<file path="config.mk">
export PLATFORM = sky130hd
export DESIGN_NAME = decode_queue_flat
export DESIGN_NICKNAME = d
export VERILOG_FILES = /design/src/rtl/decode_queue_if.sv /design/src/rtl/decode_queue.sv /design/src/flat_wrapper.sv
export SDC_FILE = /design/constraint.sdc
export NUM_CORES = 1
export LEC_CHECK = 0
export ABC_CLOCK_PERIOD_IN_PS = 6070
export BUFFER_PORTS_ARGS = -buffer_cell sky130_fd_sc_hd__buf_2
export CAP_MARGIN = 20
export CORE_ASPECT_RATIO = 1.5
export CORE_MARGIN = 2
export CORE_UTILIZATION = 64
export CTS_BUF_LIST = sky130_fd_sc_hd__clkbuf_4 sky130_fd_sc_hd__clkbuf_8 sky130_fd_sc_hd__clkbuf_16
export CTS_CLUSTER_SIZE = 40
export DETAILED_ROUTE_END_ITERATION = 10
export GPL_ROUTABILITY_DRIVEN = 0
export PLACE_DENSITY = 0.85
export SYNTH_ARGS = -nofsm -noshare
export SYNTH_HDL_FRONTEND = slang
export SYNTH_SLANG_ARGS = --single-unit
</file>
<file path="constraint.sdc">
create_clock -name clk -period 6.07 [get_ports clk]
set_clock_uncertainty 0.15 [all_clocks]
set_input_delay 0.3035 -clock clk [delete_from_list [all_inputs] [get_ports clk]]
set_output_delay 0.3035 -clock clk [all_outputs]
set_load 0.02 [all_outputs]
</file>
<file path="src/rtl/decode_queue_if.sv">
// Handshake and decoded-bundle bus between the fetch side, the decode
// queue and the execute side.
interface decode_queue_if #(
   parameter int CNT_W = 16
) ();
   logic             in_valid;
   logic             in_ready;
   logic [31:0]      instr_word;
   logic             out_valid;
   logic             out_ready;
   logic [4:0]       alu_ctrl;
   logic             shamt_en;
   logic [2:0]       branch_ctrl;
   logic             jump_ctrl;
   logic             reg_write;
   logic [2:0]       inst_type;
   logic [4:0]       rd;
   logic [4:0]       rs1;
   logic [4:0]       rs2;
   logic [31:0]      imm;
   logic             illegal;
   logic [CNT_W-1:0] illegal_cnt;

   modport slave (
      input  in_valid, instr_word, out_ready,
      output in_ready, out_valid, alu_ctrl, shamt_en,
      output branch_ctrl, jump_ctrl, reg_write, inst_type,
      output rd, rs1, rs2, imm, illegal, illegal_cnt
   );

   modport master (
      output in_valid, instr_word, out_ready,
      input  in_ready, out_valid, alu_ctrl, shamt_en,
      input  branch_ctrl, jump_ctrl, reg_write, inst_type,
      input  rd, rs1, rs2, imm, illegal, illegal_cnt
   );
endinterface

</file>
<file path="src/rtl/decode_queue.sv">
// RV32I(M) decoder feeding a QDEPTH-entry FIFO of decoded bundles,
// with illegal-instruction counting and synchronous flush.
module decode_queue #(
   parameter int QDEPTH   = 4,
   parameter int ENABLE_M = 0,
   parameter int CNT_W    = 16
) (
   input  logic          clk,
   input  logic          rst_n,
   input  logic          flush,
   decode_queue_if.slave q
);
   localparam int AW = $clog2(QDEPTH);

   typedef struct packed {
      logic [4:0]  alu;
      logic        sh;
      logic [2:0]  br;
      logic        jmp;
      logic        rw;
      logic [2:0]  ty;
      logic [4:0]  rd;
      logic [4:0]  rs1;
      logic [4:0]  rs2;
      logic [31:0] imm;
      logic        ill;
   } bndl_t;

   bndl_t            dec_d;
   bndl_t            head;
   bndl_t            mem_q [QDEPTH];
   logic [AW-1:0]    wp_q, wp_d, rp_q, rp_d;
   logic [AW:0]      cnt_q, cnt_d;
   logic [CNT_W-1:0] icnt_q, icnt_d;
   logic             full, push, pop;

   logic [31:0] w;
   logic [6:0]  opc, f7;
   logic [2:0]  f3;
   logic        ill;

   assign w   = q.instr_word;
   assign opc = w[6:0];
   assign f3  = w[14:12];
   assign f7  = w[31:25];

   // Combinational decode of the incoming word; illegal words fall back
   // to a harmless ADD-like bundle with no register write.
   always_comb begin
      dec_d     = '0;
      dec_d.br  = 3'b010;
      dec_d.rd  = w[11:7];
      dec_d.rs1 = w[19:15];
      dec_d.rs2 = w[24:20];
      ill       = 1'b0;
      unique case (opc)
         7'b0110011: begin
            dec_d.ty = 3'd0;
            dec_d.rw = 1'b1;
            if (f7 == 7'b0000001) begin
               if (ENABLE_M != 0) dec_d.alu = {2'b10, f3};
               else               ill = 1'b1;
            end else if (f7 == 7'b0000000) begin
               dec_d.alu = {2'b00, f3};
            end else if (f7 == 7'b0100000 &&
                         (f3 == 3'b000 || f3 == 3'b101)) begin
               dec_d.alu = {2'b01, f3};
            end else begin
               ill = 1'b1;
            end
         end
         7'b0010011: begin
            dec_d.ty  = 3'd1;
            dec_d.rw  = 1'b1;
            dec_d.imm = {{20{w[31]}}, w[31:20]};
            dec_d.alu = {2'b00, f3};
            if (f3 == 3'b001) begin
               dec_d.sh = 1'b1;
               ill      = (f7 != 7'b0000000);
            end else if (f3 == 3'b101) begin
               dec_d.sh  = 1'b1;
               dec_d.alu = {1'b0, f7[5], f3};
               ill       = (f7 != 7'b0000000) && (f7 != 7'b0100000);
            end
         end
         7'b0000011: begin
            dec_d.ty  = 3'd1;
            dec_d.rw  = 1'b1;
            dec_d.imm = {{20{w[31]}}, w[31:20]};
            ill = (f3 == 3'b011) || (f3 == 3'b110) || (f3 == 3'b111);
         end
         7'b0100011: begin
            dec_d.ty  = 3'd2;
            dec_d.imm = {{20{w[31]}}, w[31:25], w[11:7]};
            ill       = (f3 > 3'b010);
         end
         7'b1100011: begin
            dec_d.ty  = 3'd3;
            dec_d.alu = 5'b01000;
            dec_d.br  = f3;
            dec_d.imm = {{19{w[31]}}, w[31], w[7],
                         w[30:25], w[11:8], 1'b0};
            ill       = (f3 == 3'b010) || (f3 == 3'b011);
         end
         7'b1100111: begin
            dec_d.ty  = 3'd1;
            dec_d.rw  = 1'b1;
            dec_d.jmp = 1'b1;
            dec_d.imm = {{20{w[31]}}, w[31:20]};
         end
         7'b1101111: begin
            dec_d.ty  = 3'd5;
            dec_d.rw  = 1'b1;
            dec_d.jmp = 1'b1;
            dec_d.imm = {{11{w[31]}}, w[31], w[19:12],
                         w[20], w[30:21], 1'b0};
         end
         7'b0110111, 7'b0010111: begin
            dec_d.ty  = 3'd4;
            dec_d.rw  = 1'b1;
            dec_d.imm = {w[31:12], 12'b0};
         end
         default: ill = 1'b1;
      endcase
      if (ill) begin
         dec_d.alu = '0;
         dec_d.sh  = 1'b0;
         dec_d.br  = 3'b010;
         dec_d.jmp = 1'b0;
         dec_d.rw  = 1'b0;
         dec_d.ty  = 3'd7;
         dec_d.imm = '0;
      end
      dec_d.ill = ill;
   end

   assign full = (cnt_q == (AW+1)'(QDEPTH));
   assign push = q.in_valid && !full;
   assign pop  = (cnt_q != '0) && q.out_ready;

   // Next pointers, occupancy and saturating illegal count; flush wins.
   always_comb begin
      wp_d   = push ? wp_q + 1'b1 : wp_q;
      rp_d   = pop  ? rp_q + 1'b1 : rp_q;
      cnt_d  = cnt_q + {{AW{1'b0}}, push} - {{AW{1'b0}}, pop};
      icnt_d = icnt_q;
      if (push && dec_d.ill && icnt_q != '1) icnt_d = icnt_q + 1'b1;
      if (flush) begin
         wp_d   = '0;
         rp_d   = '0;
         cnt_d  = '0;
         icnt_d = icnt_q;
      end
   end

   // Queue state registers.
   always_ff @(posedge clk or negedge rst_n) begin
      if (!rst_n) begin
         wp_q   <= '0;
         rp_q   <= '0;
         cnt_q  <= '0;
         icnt_q <= '0;
      end else begin
         wp_q   <= wp_d;
         rp_q   <= rp_d;
         cnt_q  <= cnt_d;
         icnt_q <= icnt_d;
      end
   end

   // Bundle storage, written at the tail on an accepted push.
   always_ff @(posedge clk or negedge rst_n) begin
      if (!rst_n) begin
         for (int i = 0; i < QDEPTH; i++) mem_q[i] <= '0;
      end else if (push && !flush) begin
         mem_q[wp_q] <= dec_d;
      end
   end

   // Head entry, or the idle bundle (no branch) when empty.
   always_comb begin
      head    = '0;
      head.br = 3'b010;
      if (cnt_q != '0) head = mem_q[rp_q];
   end

   assign q.in_ready    = !full;
   assign q.out_valid   = (cnt_q != '0);
   assign q.alu_ctrl    = head.alu;
   assign q.shamt_en    = head.sh;
   assign q.branch_ctrl = head.br;
   assign q.jump_ctrl   = head.jmp;
   assign q.reg_write   = head.rw;
   assign q.inst_type   = head.ty;
   assign q.rd          = head.rd;
   assign q.rs1         = head.rs1;
   assign q.rs2         = head.rs2;
   assign q.imm         = head.imm;
   assign q.illegal     = head.ill;
   assign q.illegal_cnt = icnt_q;
endmodule

</file>
<file path="src/flat_wrapper.sv">
// flat-port wrapper written by rule: the top's interface ports become plain ports
module decode_queue_flat 
#(
   parameter int QDEPTH   = 4,
   parameter int ENABLE_M = 0,
   parameter int CNT_W    = 16
)
  (clk, rst_n, flush, q_in_valid, q_instr_word, q_out_ready, q_in_ready, q_out_valid, q_alu_ctrl, q_shamt_en, q_branch_ctrl, q_jump_ctrl, q_reg_write, q_inst_type, q_rd, q_rs1, q_rs2, q_imm, q_illegal, q_illegal_cnt);
  decode_queue_if #(.CNT_W(CNT_W)) q_i ();
  input  logic clk;
  input  logic rst_n;
  input  logic flush;
  input wire logic [$bits(q_i.in_valid)-1:0] q_in_valid;
  input wire logic [$bits(q_i.instr_word)-1:0] q_instr_word;
  input wire logic [$bits(q_i.out_ready)-1:0] q_out_ready;
  output wire logic [$bits(q_i.in_ready)-1:0] q_in_ready;
  output wire logic [$bits(q_i.out_valid)-1:0] q_out_valid;
  output wire logic [$bits(q_i.alu_ctrl)-1:0] q_alu_ctrl;
  output wire logic [$bits(q_i.shamt_en)-1:0] q_shamt_en;
  output wire logic [$bits(q_i.branch_ctrl)-1:0] q_branch_ctrl;
  output wire logic [$bits(q_i.jump_ctrl)-1:0] q_jump_ctrl;
  output wire logic [$bits(q_i.reg_write)-1:0] q_reg_write;
  output wire logic [$bits(q_i.inst_type)-1:0] q_inst_type;
  output wire logic [$bits(q_i.rd)-1:0] q_rd;
  output wire logic [$bits(q_i.rs1)-1:0] q_rs1;
  output wire logic [$bits(q_i.rs2)-1:0] q_rs2;
  output wire logic [$bits(q_i.imm)-1:0] q_imm;
  output wire logic [$bits(q_i.illegal)-1:0] q_illegal;
  output wire logic [$bits(q_i.illegal_cnt)-1:0] q_illegal_cnt;
  assign q_i.in_valid = q_in_valid;
  assign q_i.instr_word = q_instr_word;
  assign q_i.out_ready = q_out_ready;
  assign q_in_ready = q_i.in_ready;
  assign q_out_valid = q_i.out_valid;
  assign q_alu_ctrl = q_i.alu_ctrl;
  assign q_shamt_en = q_i.shamt_en;
  assign q_branch_ctrl = q_i.branch_ctrl;
  assign q_jump_ctrl = q_i.jump_ctrl;
  assign q_reg_write = q_i.reg_write;
  assign q_inst_type = q_i.inst_type;
  assign q_rd = q_i.rd;
  assign q_rs1 = q_i.rs1;
  assign q_rs2 = q_i.rs2;
  assign q_imm = q_i.imm;
  assign q_illegal = q_i.illegal;
  assign q_illegal_cnt = q_i.illegal_cnt;
  decode_queue #(.QDEPTH(QDEPTH), .ENABLE_M(ENABLE_M), .CNT_W(CNT_W)) u_core (.clk(clk), .rst_n(rst_n), .flush(flush), .q(q_i));
endmodule
</file>
==> impl_results.md <==
* Placed cell area at 13140 um^2
* Gr ovfl total at 0
* Peak supply drop at about 0.00034 V
* PwrDens at around 370 nW/um^2
* Placeable Area at 19160 um^2
* # setup viols final at 0
* Finished Layout Cells at 1439
* Worst-Skew Late Latency at 0.52 ns
* Final WL at a little over 30000 um
* Outcome: finished clean
* TNS Setup at 0 ns
* CTS tree: done
* Port bufs at 115
* Rel. slew slack at 0.3393
* Pins Over Slew Limit at 0
* Hold Violations, Final at 0
* WP data required at 5.62 ns
* Dpl ws at 2.583 ns
* Post-synth EDFFs at 0
* H-tree depth at 1
* Data arrival, critical path at 3.07 ns
* Async S/R FF share, synth at 1.000
* Synth area leader: dfrtp_1
* Vias per cell at 6.284
* Slew @ Worst Pin at 0.9910 ns
* Cell Rows at 62
* Placed cells at 1373
* #FFs+latches synth at 267
* Fin crit period at 3.524 ns
* Routed length on met3 at 1833 um
* Post-route cell area at around 14000 um^2
* Netlist cell types at 53
* Final WS setup at 2.546 ns
* Critical path type: reg -> out
* Die area at around 21000 um^2
* Clock sink count at 267
* Drt pass-1 iters at 6
* Gate Count Post-Synth at 1070
* Worst setup SP type: flip-flop
* Post-route ant nets at 0
* Ranking of synthesized cells by area: dfrtp_1 54%, mux4_2 11%, mux2_2 6.2%
* Clk buf depth at 3
* Die height at 175.1 um
* Max Fclk at 283.8 MHz
* Routed via count at approximately 9000
* Synth warnings at 0
* Cell Area, Synth at 12490 um^2
* Post-CTS repair timing setup buffer count at 0
* Clk pin slew, worst setup/hold paths at roughly 0.070 ns
* Maxcap violations at 0
* DR iter-0 viols at ~900
* Unrepaired setup endpoints after global routing: no
* Critical Path Fanout Max at 46
* Largest net degree at the start of global routing at 153
* Post-DP HPWL at 18630 um
* First-pass GRT wire length at 48670 um
* Io pins at 117
* Drc violations at 0
* Synthesis-to-layout area growth at 14.07%
* Nature of the critical path endpoint: output pin
* Nets@finish at 1207
* Min-Delay Path Class: in -> reg
* Tcrit/Tclk final at 0.5805
* Standby leakage power at between 6 and 7 nW
* Layout cells sized above 1 at 0.2650
* Met2 Routed Length at 15780 um
* Hold slack at approximately 0.015 ns
* Detailed-route wire length per cell at 20.96 um
* Vias in the first global route at 9467
* Met1 WL at between 10000 and 15000 um
* Clock Root Buffer: clkbuf_16
* DR top layer: met5
* Post-Syn Nets at 1115
* GRT Total Usage at 0.2966
* Initial antenna violation count at 2
* Synth Flop Type: dfrtp_1
* CTS resizes at 0
* Syn_area_per_cell at 11.67 um^2
* Sequential area share after synthesis at 0.5350
* Yosys top cell area share at 0.5350
* Initial core utilization at 0.6518
* Die W at ~120 um
* Cts bufs inserted at 25
[sequential cells by signal (all words and copies together), names as in the netlist]
register              flops
u_core.wp_q               2
u_core.cnt_q              3
u_core.mem_q            244
u_core.q.illegal_cnt     16
u_core.rp_q               2
[repair_timing]
item | CTS | global route
hold endpoints to repair | 185 | 0
hold buffers | 18 | 0
endpoints found under the setup margin | 0 | 0
[path summary, 6_finish.rpt]
kind / startpoint / to / slack, ns / cells past startpoint
max in group asynchronous: rst_n / u_core.mem_q[217] / 4.19 / 3
min reg2reg: u_core.mem_q[65] / u_core.mem_q[65] / 0.32 / 2
min in group asynchronous: rst_n / u_core.mem_q[59] / 0.28 / 2
min: q_instr_word[30] / u_core.mem_q[135] / 0.01 / 2
max: u_core.rp_q[0] / q_alu_ctrl[3] / 2.55 / 4
max reg2reg: u_core.cnt_q[2] / u_core.mem_q[153] / 2.61 / 5
[synthesized netlist by cell type (all sizes together), types with 7 or more instances]
cell type / instances
ha: 7
a21oi: 28
inv: 10
a22o: 28
o21ai: 128
buf: 30
xnor2: 13
dfrtp: 267
o31ai: 21
nand2: 167
and2: 69
nor3: 15
nand3: 16
mux4: 61
mux2: 71
nor2: 24
nand4: 9
clkbuf: 48
xor2: 7
[metrics by stage]
stage,utilization,total power [mW]
floorplan,-,3.194
CTS,0.7432,5.355
global placement,0.6855,3.552
finish,0.7434,5.335
global route,0.7433,5.556
detailed placement,0.6855,3.611
[power by group]
group	total [mW]	switching, mW	internal [mW]
registers	2.30	0.238	2.06
clock network	1.74	0.676	1.06
logic	1.30	0.678	0.620
total	5.33	1.59	3.74
[area by class of cell]
| type | count | area (um^2) |
|---|---|---|
| Sequential cell | 267 | 6686 |
| Multi-Input combinational cell | 715 | 5418 |
| Fill cell | 1219 | 4916 |
| Timing Repair Buffer | 143 | 853.3 |
| Clock buffer | 35 | 738.2 |
| Tap cell | 256 | 320.3 |
| Clock inverter | 11 | 186.4 |
| Inverter | 10 | 37.54 |
| Antenna cell | 2 | 5.005 |
[cells by family after synthesis]
group	after synthesis	synth area share
AO/OA/AOI/OAI	229	0.1095
other	1	0.0003003
XOR/XNOR	20	0.01403
flip-flops	267	0.5350
buffers and inverters	88	0.03196
AND/OR/NAND/NOR	325	0.1265
adder cells (fa/ha/maj)	8	0.008616
multiplexers	132	0.1740
[cells in the final DEF (no fill, tap or decap), types with 3 or more instances in the layout]
| cell type | n |
|---|---|
| dfrtp_1 | 265 |
| nand2_1 | 162 |
| o21ai_0 | 128 |
| buf_2 | 114 |
| and2_1 | 69 |
| mux2_2 | 69 |
| mux4_2 | 61 |
| a21oi_1 | 28 |
| a22o_1 | 28 |
| clkbuf_16 | 25 |
| nor2_1 | 24 |
| o31ai_1 | 21 |
| dlygate4sd3_1 | 18 |
| nand3_1 | 16 |
| nor3_1 | 15 |
| xnor2_1 | 13 |
| inv_1 | 10 |
| nand4_1 | 9 |
| buf_4 | 9 |
| xor2_1 | 7 |
| ha_1 | 7 |
| a31oi_1 | 6 |
| clkbuf_8 | 6 |
| nand2b_1 | 5 |
| bufinv_16 | 5 |
| o22ai_1 | 4 |
| and3_1 | 4 |
| nand2_2 | 4 |
| a22oi_1 | 4 |
| clkinv_2 | 4 |
| clkbuf_4 | 4 |
| nor2b_1 | 3 |
[routing by layer]
metal | track usage | vias up
met5 | 0 | -
met1 | 0.3757 | 4594
met3 | 0.03884 | 78
met4 | 0.1210 | 2
met2 | 0.5196 | 371
li1 | - | 3998
[worst max-delay path: stages (launching register included)]
cell and delay [ns]:
dfrtp_4 1.05, buf_4 0.49, mux4_2 0.62, and2_1 0.18, buf_2 0.15
(Power assumes the default switching activity.)
